## src/rtl/pid_pkg.sv

```systemverilog
// Shared constants, FSM state type and saturation helper for the PID channel scheduler.
package pid_pkg;

  localparam int unsigned FRAC    = 10;          // Q10 gain fraction bits
  localparam int unsigned ERR_W   = 16;          // error / state register width
  localparam int unsigned ACC_W   = 34;          // accumulator width
  localparam int unsigned INT_MAX = 32767;       // integral upper clamp
  localparam int unsigned MUL_AW  = ERR_W + 1;   // I and D need 17 bits
  localparam int unsigned PROD_W  = MUL_AW + ERR_W;

  typedef enum logic [2:0] {
    IDLE  = 3'd0,
    MAC_P = 3'd1,
    MAC_I = 3'd2,
    MAC_D = 3'd3,
    OUT   = 3'd4
  } pid_sched_st_t;

  // Clamp a 17-bit integral term to 0..INT_MAX (INT_MAX is 2^15-1).
  function automatic logic [ERR_W-1:0] sat_int(input logic [MUL_AW-1:0] v);
    if (v[MUL_AW-1])
      return '0;
    else if (v[MUL_AW-2])
      return ERR_W'(INT_MAX);
    else
      return {1'b0, v[ERR_W-2:0]};
  endfunction

endpackage

```

## src/rtl/pid_rr_arbiter.sv

```systemverilog
// Combinational round-robin arbiter.
// Ports: req (requests), ptr (last winner) -> grant (one-hot), idx (winner index),
//        found (any request present). Search starts at ptr+1 and wraps.
module pid_rr_arbiter #(
  parameter int unsigned N  = 4,
  parameter int unsigned IW = (N > 1) ? $clog2(N) : 1
) (
  input  logic [N-1:0]  req,
  input  logic [IW-1:0] ptr,
  output logic [N-1:0]  grant,
  output logic [IW-1:0] idx,
  output logic          found
);

  always_comb begin
    int unsigned cand;
    logic [IW-1:0] cidx;
    grant = '0;
    idx   = '0;
    found = 1'b0;
    cand  = 0;
    cidx  = '0;
    for (int unsigned i = 1; i <= N; i++) begin
      cand = (32'(ptr) + i) % N;
      cidx = IW'(cand);
      if (!found && req[cidx]) begin
        found       = 1'b1;
        grant[cidx] = 1'b1;
        idx         = cidx;
      end
    end
  end

endmodule

```

## src/rtl/pid_chan_sched.sv

```systemverilog
// Time-multiplexed PID engine: one multiplier and accumulator shared by N_CH loops.
// Ports: clk/reset (async, active-high); req_valid/req_refer/req_data/req_ready
// per-channel sample ports (refer/data packed 8 bits per channel); ch_clear zeroes a
// channel's stored state; out_valid/out_ready/out_ch/out_control result port; busy.
module pid_chan_sched
  import pid_pkg::*;
#(
  parameter int unsigned N_CH = 4,
  parameter real         K_P  = 0.9,
  parameter real         K_I  = 0.9,
  parameter real         K_D  = 0.9,
  parameter int unsigned CW   = (N_CH > 1) ? $clog2(N_CH) : 1
) (
  input  logic              clk,
  input  logic              reset,
  input  logic [N_CH-1:0]   req_valid,
  input  logic [N_CH*8-1:0] req_refer,
  input  logic [N_CH*8-1:0] req_data,
  output logic [N_CH-1:0]   req_ready,
  input  logic [N_CH-1:0]   ch_clear,
  output logic              out_valid,
  input  logic              out_ready,
  output logic [CW-1:0]     out_ch,
  output logic [15:0]       out_control,
  output logic              busy
);

  localparam int B0 = int'(K_P * real'(1 << FRAC));
  localparam int B1 = int'(K_I * real'(1 << FRAC));
  localparam int B2 = int'(K_D * real'(1 << FRAC));
  localparam logic signed [ERR_W-1:0] C0 = ERR_W'(B0);
  localparam logic signed [ERR_W-1:0] C1 = ERR_W'(B1);
  localparam logic signed [ERR_W-1:0] C2 = ERR_W'(B2);

  pid_sched_st_t state, state_next;

  logic [N_CH-1:0]          grant;
  logic [CW-1:0]            g_idx, ptr, ch_q;
  logic                     g_found, hs;
  logic [7:0]               refer_sel, data_sel;
  logic signed [ERR_W-1:0]  e_new, e_q;
  logic [ERR_W-1:0]         err_snap, int_snap;
  logic signed [MUL_AW-1:0] i_val, d_val, mul_a;
  logic signed [ERR_W-1:0]  mul_b;
  logic signed [PROD_W-1:0] prod;
  logic signed [ACC_W-1:0]  acc, acc_next;
  logic                     wb_kill;
  logic [ERR_W-1:0]         err_q [N_CH];
  logic [ERR_W-1:0]         int_q [N_CH];

  pid_rr_arbiter #(.N(N_CH), .IW(CW)) u_arb (
    .req   (req_valid),
    .ptr   (ptr),
    .grant (grant),
    .idx   (g_idx),
    .found (g_found)
  );

  // Grant is only offered in IDLE; handshake is implied by the grant itself.
  assign req_ready = (state == IDLE && !reset) ? grant : '0;
  assign hs        = (state == IDLE) && g_found;

  // Select the winner's setpoint / measurement.
  always_comb begin
    refer_sel = '0;
    data_sel  = '0;
    for (int unsigned c = 0; c < N_CH; c++) begin
      if (g_idx == CW'(c)) begin
        refer_sel = req_refer[c*8 +: 8];
        data_sel  = req_data[c*8 +: 8];
      end
    end
  end

  assign e_new = {{(ERR_W-8){refer_sel[7]}}, refer_sel} - {{(ERR_W-8){data_sel[7]}}, data_sel};

  // Integral and derivative terms use the state snapshot taken at grant time.
  assign i_val = {e_q[ERR_W-1], e_q} + {int_snap[ERR_W-1], int_snap};
  assign d_val = {e_q[ERR_W-1], e_q} - {err_snap[ERR_W-1], err_snap};

  // Shared multiplier operand steering.
  always_comb begin
    mul_a = '0;
    mul_b = '0;
    case (state)
      MAC_P:   begin mul_a = {e_q[ERR_W-1], e_q}; mul_b = C0; end
      MAC_I:   begin mul_a = i_val;               mul_b = C1; end
      MAC_D:   begin mul_a = d_val;               mul_b = C2; end
      default: begin mul_a = '0;                  mul_b = '0; end
    endcase
  end

  assign prod     = mul_a * mul_b;
  assign acc_next = acc + ACC_W'(prod);

  // FSM state register.
  always_ff @(posedge clk or posedge reset) begin
    if (reset) state <= IDLE;
    else       state <= state_next;
  end

  // FSM next-state.
  always_comb begin
    state_next = state;
    case (state)
      IDLE:    if (hs) state_next = MAC_P;
      MAC_P:   state_next = MAC_I;
      MAC_I:   state_next = MAC_D;
      MAC_D:   state_next = OUT;
      OUT:     if (out_ready) state_next = IDLE;
      default: state_next = IDLE;
    endcase
  end

  // Datapath: capture on grant, accumulate in MAC states, track writeback suppression.
  always_ff @(posedge clk or posedge reset) begin
    if (reset) begin
      ptr      <= CW'(N_CH - 1);
      ch_q     <= '0;
      e_q      <= '0;
      err_snap <= '0;
      int_snap <= '0;
      acc      <= '0;
      wb_kill  <= 1'b0;
    end else begin
      if (hs) begin
        ptr      <= g_idx;
        ch_q     <= g_idx;
        e_q      <= e_new;
        err_snap <= err_q[g_idx];
        int_snap <= int_q[g_idx];
        acc      <= '0;
        wb_kill  <= 1'b0;
      end else if (state == MAC_P || state == MAC_I || state == MAC_D) begin
        acc <= acc_next;
      end
      // A clear seen while this channel is in flight cancels the later writeback.
      if ((state == MAC_P || state == MAC_I) && ch_clear[ch_q])
        wb_kill <= 1'b1;
    end
  end

  // Per-channel state; clear has priority over writeback.
  always_ff @(posedge clk or posedge reset) begin
    if (reset) begin
      for (int unsigned c = 0; c < N_CH; c++) begin
        err_q[c] <= '0;
        int_q[c] <= '0;
      end
    end else begin
      for (int unsigned c = 0; c < N_CH; c++) begin
        if (ch_clear[c]) begin
          err_q[c] <= '0;
          int_q[c] <= '0;
        end else if (state == MAC_D && !wb_kill && ch_q == CW'(c)) begin
          err_q[c] <= e_q;
          int_q[c] <= sat_int(i_val);
        end
      end
    end
  end

  // Result port, held until accepted.
  always_ff @(posedge clk or posedge reset) begin
    if (reset) begin
      out_valid   <= 1'b0;
      out_ch      <= '0;
      out_control <= '0;
      busy        <= 1'b0;
    end else begin
      busy <= (state_next != IDLE);
      if (state == MAC_D) begin
        out_valid   <= 1'b1;
        out_ch      <= ch_q;
        out_control <= acc_next[FRAC +: 16];
      end else if (state == OUT && out_ready) begin
        out_valid <= 1'b0;
      end
    end
  end

endmodule

```

## config.mk

```make
export PLATFORM = sky130hd
export DESIGN_NAME = pid_chan_sched
export DESIGN_NICKNAME = d
export VERILOG_FILES = /design/src/rtl/pid_pkg.sv /design/src/rtl/pid_rr_arbiter.sv /design/src/rtl/pid_chan_sched.sv
export SDC_FILE = /design/constraint.sdc
export NUM_CORES = 1
export LEC_CHECK = 0
export ABC_CLOCK_PERIOD_IN_PS = 15500
export BUFFER_PORTS_ARGS = -buffer_cell sky130_fd_sc_hd__buf_4
export CAP_MARGIN = 40
export CORE_MARGIN = 2
export CORE_UTILIZATION = 55
export CTS_BUF_LIST = sky130_fd_sc_hd__clkbuf_8
export DETAILED_ROUTE_END_ITERATION = 8
export PLACE_DENSITY = 0.74
export SETUP_SLACK_MARGIN = 0.02
export SYNTH_ARGS = -nofsm -noshare
export SYNTH_HDL_FRONTEND = slang
export SYNTH_SLANG_ARGS = --single-unit
```

## constraint.sdc

```tcl
create_clock -name clk -period 15.5 [get_ports clk]
set_clock_uncertainty 0.2 [all_clocks]
set_input_delay 3.1 -clock clk [delete_from_list [all_inputs] [get_ports clk]]
set_output_delay 3.1 -clock clk [all_outputs]
set_load 0.01 [all_outputs]
```

==> results of run 1 <==
## per-layer routing
| layer | track usage | routed length [µm] |
|---|---|---|
| met5 | 0 | 0 |
| met4 | 0.05810 | 609 |
| met3 | 0.04018 | 1584 |
| met2 | 0.4604 | 16330 |
| met1 | 0.3534 | 15440 |
## tightest hold or removal path, cell delays in order, from the launching register on
cell	delay, ps
dfrtp_1	360
nand2_1	40
o21ai_0	60
## placed cells by master (no fill, tap or decap), drive strengths merged, types with 17 or more instances in the layout
| cell type | count |
|---|---|
| a21o | 26 |
| a21oi | 61 |
| a22o | 54 |
| buf | 113 |
| clkbuf | 17 |
| dfrtp | 180 |
| fa | 82 |
| ha | 128 |
| inv | 206 |
| mux2 | 45 |
| mux2i | 46 |
| nand2 | 182 |
| nand3 | 32 |
| nor2 | 52 |
| o21ai | 176 |
| xnor2 | 42 |
| xor2 | 21 |
## cell usage after synthesis, types with 2 or more instances
cell	number	area share
a21o_1	26	0.014
a21oi_1	60	0.021
a221oi_1	4	0.0025
a221oi_2	2	0.0021
a22o_1	54	0.033
a22oi_1	7	0.0037
a31oi_1	3	0.0013
and2_1	5	0.0022
and3_1	6	0.0026
buf_1	3	0.00079
buf_2	7	0.0025
buf_4	8	0.0042
clkbuf_1	50	0.013
dfrtp_1	180	0.32
dfstp_2	2	0.0037
fa_1	82	0.12
ha_1	128	0.11
inv_1	198	0.052
inv_2	2	0.00053
mux2_2	45	0.036
mux2i_1	46	0.032
nand2_1	182	0.048
nand2b_1	14	0.0061
nand3_1	32	0.011
nand3b_1	5	0.0026
nand4_1	2	0.00088
nand4b_1	2	0.0012
nor2_1	52	0.014
nor2b_1	7	0.0031
nor3_1	14	0.0049
nor3b_1	4	0.0021
o2111ai_1	2	0.0012
o21a_1	7	0.0037
o21ai_0	171	0.060
o21ai_1	5	0.0018
o21bai_1	6	0.0032
o22ai_1	3	0.0013
o31ai_1	4	0.0021
or2_2	8	0.0035
or3_1	10	0.0044
xnor2_1	41	0.025
xor2_1	20	0.012
## kinds of logic (layout without fill, tap and decap cells)
group | Yosys count | count (layout) | synth area share
simple gates | 346 | 346 | 0.1084
compound gates | 369 | 369 | 0.1614
buf+inv | 269 | 345 | 0.07367
fa+ha+maj | 210 | 210 | 0.2276
mux | 92 | 92 | 0.06945
xor+xnor | 63 | 63 | 0.03978
flops | 182 | 182 | 0.3198
## registers in the layout, summed over array words and instances, names as in the netlist
register and flops:
e_q 9, ptr 2, out_control 16, int_q 60, wb_kill 1, err_snap 9
busy 1, int_snap 15, err_q 36, ch_q 2, out_valid 1, out_ch 2
state 3, acc 25
## final timing paths
check	startpoint	to	depth (start not counted)
max	e_q[0]	acc[25]	33
min	int_q[59]	int_q[59]	2
max reg2reg	e_q[0]	acc[25]	33
min reg2reg	int_q[59]	int_q[59]	2
max in group asynchronous	reset	int_q[4]	3
min in group asynchronous	reset	acc[4]	2
## layout make-up
cell class,instances,area [µm²]
Multi-Input combinational cell,1080,8698
Clock inverter,15,216.5
Sequential cell,182,4557
Inverter,200,755.7
Tap cell,330,412.9
Fill cell,2084,9584
Timing Repair Buffer,113,868.3
Clock buffer,17,234.0
## through the flow
stage | setup WS [ps] | utilization | hold WS (ps) | instances
floorplan | 4463 | - | 244.4 | 1531
global placement | 7353 | 0.6027 | 255.8 | 1904
detailed placement | 7285 | 0.6038 | 266.3 | 1905
CTS | 7272 | 0.6216 | 293.0 | 1937
global route | 6521 | 0.6216 | 313.5 | 1937
finish | 7144 | 0.6216 | 290.5 | 1937
==> results.md, run 1 <==
* CTS buffer count at 17
* Aggregate global routing overflow at 0
* Max-Slew Margin vs Limit at 0.3789
* Final min period at between 8000 and 9000 ps
* Port buffer count at ~100
* First-pass GRT wire length at 56560 µm
* Die ar. at between 20000 and 30000 µm²
* Clk buf depth at 2
* Fin. max-slew vios at 0
* CP max stage delay at ~540 ps
* Unrepaired setup endpoints after global routing: no
* Distinct cell type count after synthesis at 64
* Syn Nets at about 1800
* Final setup fails at 0
* Drt wl/cell at approximately 18 µm
* Drt total wl at roughly 34000 µm
* GRT Util Overall at 0.2655
* Post-synth EDFFs at 0
* R2R Setup Slk at 7140 ps
* Final hold viol count at 0
* Mapped Cells at between 1500 and 2000
* Drt pass-1 iters at 5
* Crit Path Max Fanout at 5
* Design area at ~16000 µm²
* Clk_lat worst skew at roughly 500 ps
* Initial core utilization at 0.5626
* CP delay by family, top: adder cells
* Via count at 11030
* Yosys warns at 0
* DRT iter0 DRCs at just under 700
* Worst path required time at ~16000 ps
* Post-DP HPWL at 24890 µm
* Crit path buf inv count at 6
* Post-CTS Setup Repair Bufs at 0
* Worst Path Arrival at around 8500 ps
* Clock transition at path regs at between 100 and 150 ps
* Setup CP Type: reg2reg
* Sequential fraction of the synthesis area at 0.3198
* # H-tree levels at 4
* Site Rows at 58
* Die width at between 150 and 200 µm
* Via density at approximately 5.7
* Area growth, synth to finish at 10.48%
* Max-cap viol count at 0
* Period utilization at 0.5391
* Startpoint types: flip-flop
* CP Capture Type: flip-flop
* Vias in the first global route at ~11000
* Worst hold path class: reg2reg
* Setup TNS at 0 ps
* Nets at roughly 1900
* Initial antenna violation count at 0
* N_diodes at 0
* Main synth FF type: dfrtp_1
* I/O pin total at around 100
* #FFs+latches synth at 182
* Avg Cell Area, Syn at 9.308 µm²
* Most used cell, CP: inv_1
* Die Y at 165.0 µm
* Post-DRT Antenna Nets at 0
* Outcome: completed
* Placed cell area at between 15000 and 20000 µm²
* Pin count of the biggest net entering global routing at 84
* Share of cells above drive strength 1 at 0.1381
* Placer Congestion at a little over 0.9
* CTS tree: done
* Clock root buffer: clkbuf_8
* Core area at roughly 25000 µm²
* FMAX at 119.7 MHz
* Slew @ Worst Pin at 929.6 ps
* Post-cts resize count at 0
* CP max-delay cell: fa_1
* # clock sinks at 182
* Ys async rst share at 1.000
* Mapped Area at 14250 µm²
* Residual DRC at 0
* Number of hold buffers added after CTS at 0
Power of run 1 is left out: the tool's default activity adds up to more than one toggle a clock period on the data nets, which glitch-free logic cannot reach.
==> run 2: changes to the inputs <==
--- a/config.mk
+++ b/config.mk
@@ -5,7 +5,7 @@
 export SDC_FILE = /design/constraint.sdc
 export NUM_CORES = 1
 export LEC_CHECK = 0
-export ABC_CLOCK_PERIOD_IN_PS = 15500
+export ABC_CLOCK_PERIOD_IN_PS = 8200
 export BUFFER_PORTS_ARGS = -buffer_cell sky130_fd_sc_hd__buf_4
 export CAP_MARGIN = 40
 export CORE_MARGIN = 2
==> constraint.sdc (replaced) <==
create_clock -name clk -period 8.2 [get_ports clk]
set_clock_uncertainty 0.2 [all_clocks]
set_input_delay 1.64 -clock clk [delete_from_list [all_inputs] [get_ports clk]]
set_output_delay 1.64 -clock clk [all_outputs]
set_load 0.01 [all_outputs]
==> run 2 against run 1 <==
Effect of this change: sequential share of layout area fell by 0.28 points; first-iteration DRC count rose by 5.2%; utilization rose by 0.63 points; cell area rose by 1.0%; critical endpoint unchanged; critical path type unchanged; clock-buffer cell count rose by 1.
==> results.md, run 2 (synthesis results as in run 1) <==
* Outcome: completed
* Area growth, synth to finish at 11.60%
* CP max-delay cell: fa_1
* Largest Register: int_q
* Initial antenna violation count at 0 (unchanged)
* Nets at 1890 (+0.59%)
* Crit path from: e_q[0]
* Via density at 5.735 (+0.76%)
* Crit Path Max Fanout at 5 (unchanged)
* Startpoint types: flip-flop
* Final cell count without fillers at 1948 (+0.57%)
* Period utilization at 0.9467 (+0.4076)
* CTS tree: done
* Drt wl/cell at 17.66 µm (+0.74%)
* Aggregate global routing overflow at 0 (unchanged)
* Placer Congestion at 0.8850 (-3.0%)
* FMAX at 128.8 MHz (+7.6%)
* Biggest regs: int_q x60, err_q x36, acc x25
* Clock transition at path regs at 120 ps (about the same)
* Drt total wl at 34410 µm (+1.3%)
* Worst Path Arrival at 7950 ps (-550 ps)
* Pin count of the biggest net entering global routing at 75 (-11%)
* GRT Util Overall at 0.2667 (+0.001260)
* Placed insts at 1914 (+0.47%)
* Initial core utilization at 0.5626 (unchanged)
* Final setup fails at 0 (unchanged)
* CP Capture Type: flip-flop
* Max reg flops at 60 (unchanged)
* Setup CP Type: reg2reg
* Residual DRC at 0 (unchanged)
* DRT iter0 DRCs at 730 (+5.2%)
* Fin. max-slew vios at 0 (unchanged)
* # H-tree levels at 4 (unchanged)
* Die width at 165.0 µm (unchanged)
* Max-Slew Margin vs Limit at 0.3815 (+0.002668)
* Share of cells above drive strength 1 at 0.1533 (+0.01513)
* Core area at 25330 µm² (unchanged)
* Clk_lat worst skew at 490 ps (about the same)
* Commonest cells after routing, fill and taps aside: inv_1 (195), nand2_1 (182), dfrtp_1 (179), o21ai_0 (168), ha_1 (127)
* N_diodes at 0 (unchanged)
* CP max stage delay at 550 ps (about the same)
* Die Y at 165.0 µm (unchanged)
* Clk buf depth at 2 (unchanged)
* Site Rows at 58 (unchanged)
* Post-DRT Antenna Nets at 0 (unchanged)
* CP delay by family, top: adder cells
* Port buffer count at 98 (unchanged)
* Most common cell after layout, fill and taps aside: inv_1
* Hold Startpoint: err_q[33]
* Via count at 11170 (+1.3%)
* Final hold viol count at 0 (unchanged)
* Vias in the first global route at 11160 (-1.2%)
* Post-DP HPWL at 25080 µm (+0.79%)
* Crit path buf inv count at 6 (unchanged)
* Max-cap viol count at 0 (unchanged)
* Number of hold buffers added after CTS at 0 (unchanged)
* CTS buffer count at 17 (unchanged)
* Worst path required time at 8380 ps (-7260 ps)
* Die ar. at 27210 µm² (unchanged)
* First-pass GRT wire length at 56960 µm (+0.71%)
* Slew @ Worst Pin at 925.6 ps (-3.993 ps)
* Worst flop-to-flop path startpoint: e_q[0]
* # clock sinks at 182 (unchanged)
* Worst hold path class: reg2reg
* I/O pin total at 99 (unchanged)
* Drt pass-1 iters at 5 (unchanged)
* Clock root buffer: clkbuf_8
* Fillers at 2064 (-0.96%)
* Setup TNS at 0 ps (unchanged)
* Final min period at 7763 ps (-593.1 ps)
==> run 2: cell types whose count changed in the layout (fill, tap and decap cells not counted), sizes merged <==
cell / before / now
clkbuf: 17 / 18
buf: 113 / 124
clkinv: 9 / 5
bufinv: 0 / 1
clkinvlp: 0 / 2
==> run 2: worst paths after layout <==
check	cells after the start	slack, ps	end
hold / removal	2	290	err_q[33]
setup reg to reg	33	440	acc[25]
min in group asynchronous	2	930	acc[4]
max in group asynchronous	4	5470	acc[25]
hold reg to reg	2	290	err_q[33]
setup / recovery	33	440	acc[25]
==> run 2: final cells by class <==
class	count	area, µm²	area share
clock buffer	18	247.7	0.01558
clock inverter	14	183.9	0.01157
inverter	200	755.7	0.04752
multi-input combinational	1080	8753	0.5504
sequential	182	4558	0.2866
tap	330	412.9	0.02596
timing repair buffer	124	991.0	0.06231
==> run 2: what timing repair did <==
| action | 4_1_cts | 5_1_grt |
|---|---|---|
| gates resized for setup | 1 | 17 |
| endpoints found under the setup margin | 2 | 14 |
| pin swaps | 0 | 5 |
| hold endpoints to repair | 0 | 0 |
| setup buffers | 0 | 2 |
==> run 2: worst register-to-register path: cells and delay by family, from the launching register on <==
kind	cells	cell delay, ps
adders and majority gates	8	3240
DFF	1	440
AOI/OAI and AO/OA	15	2760
buffers and inverters	6	410
and+or+nand+nor	2	360
xor gates and xnor gates	2	270
==> run 2: per-stage QoR <==
stage / cell area (µm²) / setup WS (ps) / hold slack (ps) / util
after floorplan: 14250 / 83.28 / 244.4 / -
after global placement: 15320 / 228.2 / 257.1 / 0.6048
after detailed placement: 15400 / 40.82 / 265.4 / 0.6080
after CTS: 15840 / 95.24 / 291.8 / 0.6254
after global routing: 15900 / -40.11 / 308.1 / 0.6279
final: 15900 / 436.8 / 290.4 / 0.6279
==> run 2: per-layer routing <==
| layer | wire length [µm] | vias to the layer above | global-route usage |
|---|---|---|---|
| met5 | 0 | - | 0 |
| li1 | - | 5299 | - |
| met1 | 15170 | 5519 | 0.3583 |
| met4 | 690 | 0 | 0.08024 |
| met2 | 16850 | 302 | 0.4483 |
| met3 | 1693 | 52 | 0.04043 |
Power of run 2 is left out for the same reason.
==> run 3: changes to the inputs <==
--- a/config.mk
+++ b/config.mk
@@ -5,14 +5,15 @@
 export SDC_FILE = /design/constraint.sdc
 export NUM_CORES = 1
 export LEC_CHECK = 0
+export ABC_AREA = 1
 export ABC_CLOCK_PERIOD_IN_PS = 8200
 export BUFFER_PORTS_ARGS = -buffer_cell sky130_fd_sc_hd__buf_4
 export CAP_MARGIN = 40
 export CORE_MARGIN = 2
-export CORE_UTILIZATION = 55
+export CORE_UTILIZATION = 64
 export CTS_BUF_LIST = sky130_fd_sc_hd__clkbuf_8
 export DETAILED_ROUTE_END_ITERATION = 8
-export PLACE_DENSITY = 0.74
+export PLACE_DENSITY = 0.84
 export SETUP_SLACK_MARGIN = 0.02
 export SYNTH_ARGS = -nofsm -noshare
 export SYNTH_HDL_FRONTEND = slang
==> run 3 against run 2 <==
Effect of this change: clock-buffer cell count fell by 1; critical endpoint is now acc[23]; routed wire length up 8.8%; via count grew 13%; die area decreased by 14%; critical path type unchanged; largest cell class unchanged.
==> results.md, run 3 <==
* Outcome: completed
* Port buffer count at 98 (unchanged)
* DRT iter0 DRCs at 945 (+29%)
* Die ar. at 23380 µm² (-14%)
* Initial antenna violation count at 0 (unchanged)
* Most common cell in the netlist: nand2_1
* Slew @ Worst Pin at 920.9 ps (-4.757 ps)
* Drt pass-1 iters at 5 (unchanged)
* Top post-synthesis cells by count: nand2_1 (488), inv_1 (313), dfrtp_1 (180)
* CP Capture Type: flip-flop
* Fin. max-slew vios at 0 (unchanged)
* Placer Congestion at 0.9163 (+3.5%)
* Worst Hold Depth at 2 (unchanged)
* Most common cell after layout, fill and taps aside: nand2_1
* Post-DRT Antenna Nets at 0 (unchanged)
* FMAX at 131.9 MHz (+2.4%)
* # clock sinks at 182 (unchanged)
* Avg Cell Area, Syn at 7.919 µm² (-15%)
* Vias in the first global route at 12860 (+15%)
* Mapped Area at 14190 µm² (-0.41%)
* Nets at 2162 (+14%)
* Post-synth EDFFs at 0 (unchanged)
* Pin count of the biggest net entering global routing at 60 (-20%)
* Drt wl/cell at 17.25 µm (-2.3%)
* Setup TNS at 0 ps (unchanged)
* Residual DRC at 0 (unchanged)
* Core area at 21820 µm² (-14%)
* Drt total wl at 37420 µm (+8.8%)
* Biggest regs: int_q x60, err_q x36, acc x25
* Area growth, synth to finish at 10.21%
* Final min period at 7580 ps (-183.3 ps)
* Crit path from: e_q[0]
* Clk buf depth at 2 (unchanged)
* Max-Slew Margin vs Limit at 0.3854 (+0.003871)
* Clk_lat worst skew at 500 ps (about the same)
* Hold Startpoint: err_snap[6]
* GRT Util Overall at 0.3297 (+0.06294)
* Max reg flops at 60 (unchanged)
* Post-CTS Setup Repair Bufs at 0 (unchanged)
* N_diodes at 0 (unchanged)
* Period utilization at 0.9244 (-0.02235)
* Leading area contributor after synthesis: dfrtp_1
* Worst flop-to-flop path startpoint: e_q[0]
* Area contributors post-synth: dfrtp_1 (32%), nand2_1 (13%), fa_1 (12%)
* Main synth FF type: dfrtp_1
* Max-cap viol count at 0 (unchanged)
* I/O pin total at 99 (unchanged)
* Yosys warns at 0 (unchanged)
* Ys async rst share at 1.000 (unchanged)
* Worst hold path class: reg2reg
* Share of the synthesized area in the top cell type at 0.3174 (+0.001310)
* Clock transition at path regs at 110 ps (about the same)
* Clock root buffer: clkbuf_8
* # H-tree levels at 4 (unchanged)
* Syn Nets at 2077 (+14%)
* Unrepaired setup endpoints after global routing: no
* Post-cts resize count at 0 (-1)
* Distinct cell type count after synthesis at 52 (-19%)
* Most used cell, CP: nand2_1
* Mapped Cells at 1792 (+17%)
* Post-DP HPWL at 27740 µm (+11%)
* Largest Register: int_q
* Final hold viol count at 0 (unchanged)
* Number of hold buffers added after CTS at 0 (unchanged)
* CP max stage delay at 540 ps (about the same)
* Reg2reg end: acc[23]
* Aggregate global routing overflow at 0 (unchanged)
* Crit Path Max Fanout at 6 (+1)
* #FFs+latches synth at 182 (unchanged)
* Initial core utilization at 0.6503 (+0.08763)
* Setup CP Type: reg2reg
* R2R cell count at 39 (+18%)
* Worst hold endpoint: err_snap[6]
* Worst path required time at 8400 ps (+20 ps)
* Worst Path Arrival at 7780 ps (-170 ps)
* Share of cells above drive strength 1 at 0.09105 (-0.06222)
* Fillers at 1652 (-20%)
* R2R Setup Slk at 620 ps (+180 ps)
* Final setup fails at 0 (unchanged)
* Die width at 152.9 µm (-7.3%)
* Sequential fraction of the synthesis area at 0.3211 (+0.001325)
* Commonest cells after routing, fill and taps aside: nand2_1 (488), inv_1 (312), dfrtp_1 (180), o21ai_0 (146), ha_1 (128)
* First-pass GRT wire length at 62400 µm (+9.6%)
* Site Rows at 54 (-6.9%)
* Die Y at 152.9 µm (-7.3%)
* Via count at 12600 (+13%)
* Startpoint types: flip-flop
* CTS buffer count at 17 (unchanged)
* CTS tree: done
* CP max-delay cell: fa_1
* Via density at 5.807 (+1.3%)
==> run 3: logic make-up (layout without fill, tap and decap cells) <==
family	after synthesis	count (layout)	synth area share
buffers and inverters	366	463	0.1002
AND/OR/NAND/NOR	695	695	0.2032
AO/OA/AOI/OAI	304	304	0.1243
flip-flops	182	182	0.3211
XOR/XNOR	35	35	0.02257
adder cells (fa/ha/maj)	210	210	0.2285
==> run 3: layout make-up <==
class | count | area [µm²] | area share
Clock buffer | 17 | 234.0 | 0.01496
Clock inverter | 14 | 153.9 | 0.009840
Inverter | 322 | 1219 | 0.07792
Multi-Input combinational cell | 1244 | 8217 | 0.5254
Sequential cell | 182 | 4557 | 0.2914
Tap cell | 280 | 350.3 | 0.02240
Timing Repair Buffer | 110 | 909.6 | 0.05816
==> run 3: worst max-delay path, delay by kind of cell (launching register included) <==
family          cells  cell delay (ps)
buf+inv             9              700
simple gates       16             1510
flops               1              410
fa+ha+maj           8             3260
compound gates      6             1370
==> run 3: per-layer routing <==
layer  global-route usage  part of all wire  up-vias  routed length, µm
li1                     -                 -     5890                  -
met4               0.1204             0.031        0               1149
met1               0.4276              0.40     6077              15100
met3              0.06323             0.078      111               2910
met2               0.5552              0.49      517              18260
met5                    0                 0        -                  0
==> run 3: worst max path at each step <==
stage          endpoint  slack, ps  depth (start not counted)
6_report        acc[23]        620                         39
5_1_grt         acc[20]        200                         36
4_1_cts         acc[20]        730                         36
3_5_place_dp    acc[20]        770                         36
3_3_place_gp    acc[20]       1080                         36
2_1_floorplan   acc[10]       1420                          1
==> run 3: per-stage QoR <==
step	util	hold slack, ps	setup slack [ps]	cells	instance area [µm²]
after floorplan	-	248.3	1420	1792	14190
after global placement	0.6930	263.0	1082	2132	15120
after detailed placement	0.6989	267.5	771.5	2138	15250
after CTS	0.7167	290.4	732.0	2169	15640
after global routing	0.7167	308.7	198.2	2169	15640
final	0.7167	290.1	620.0	2169	15640
Power of run 3 is left out for the same reason.
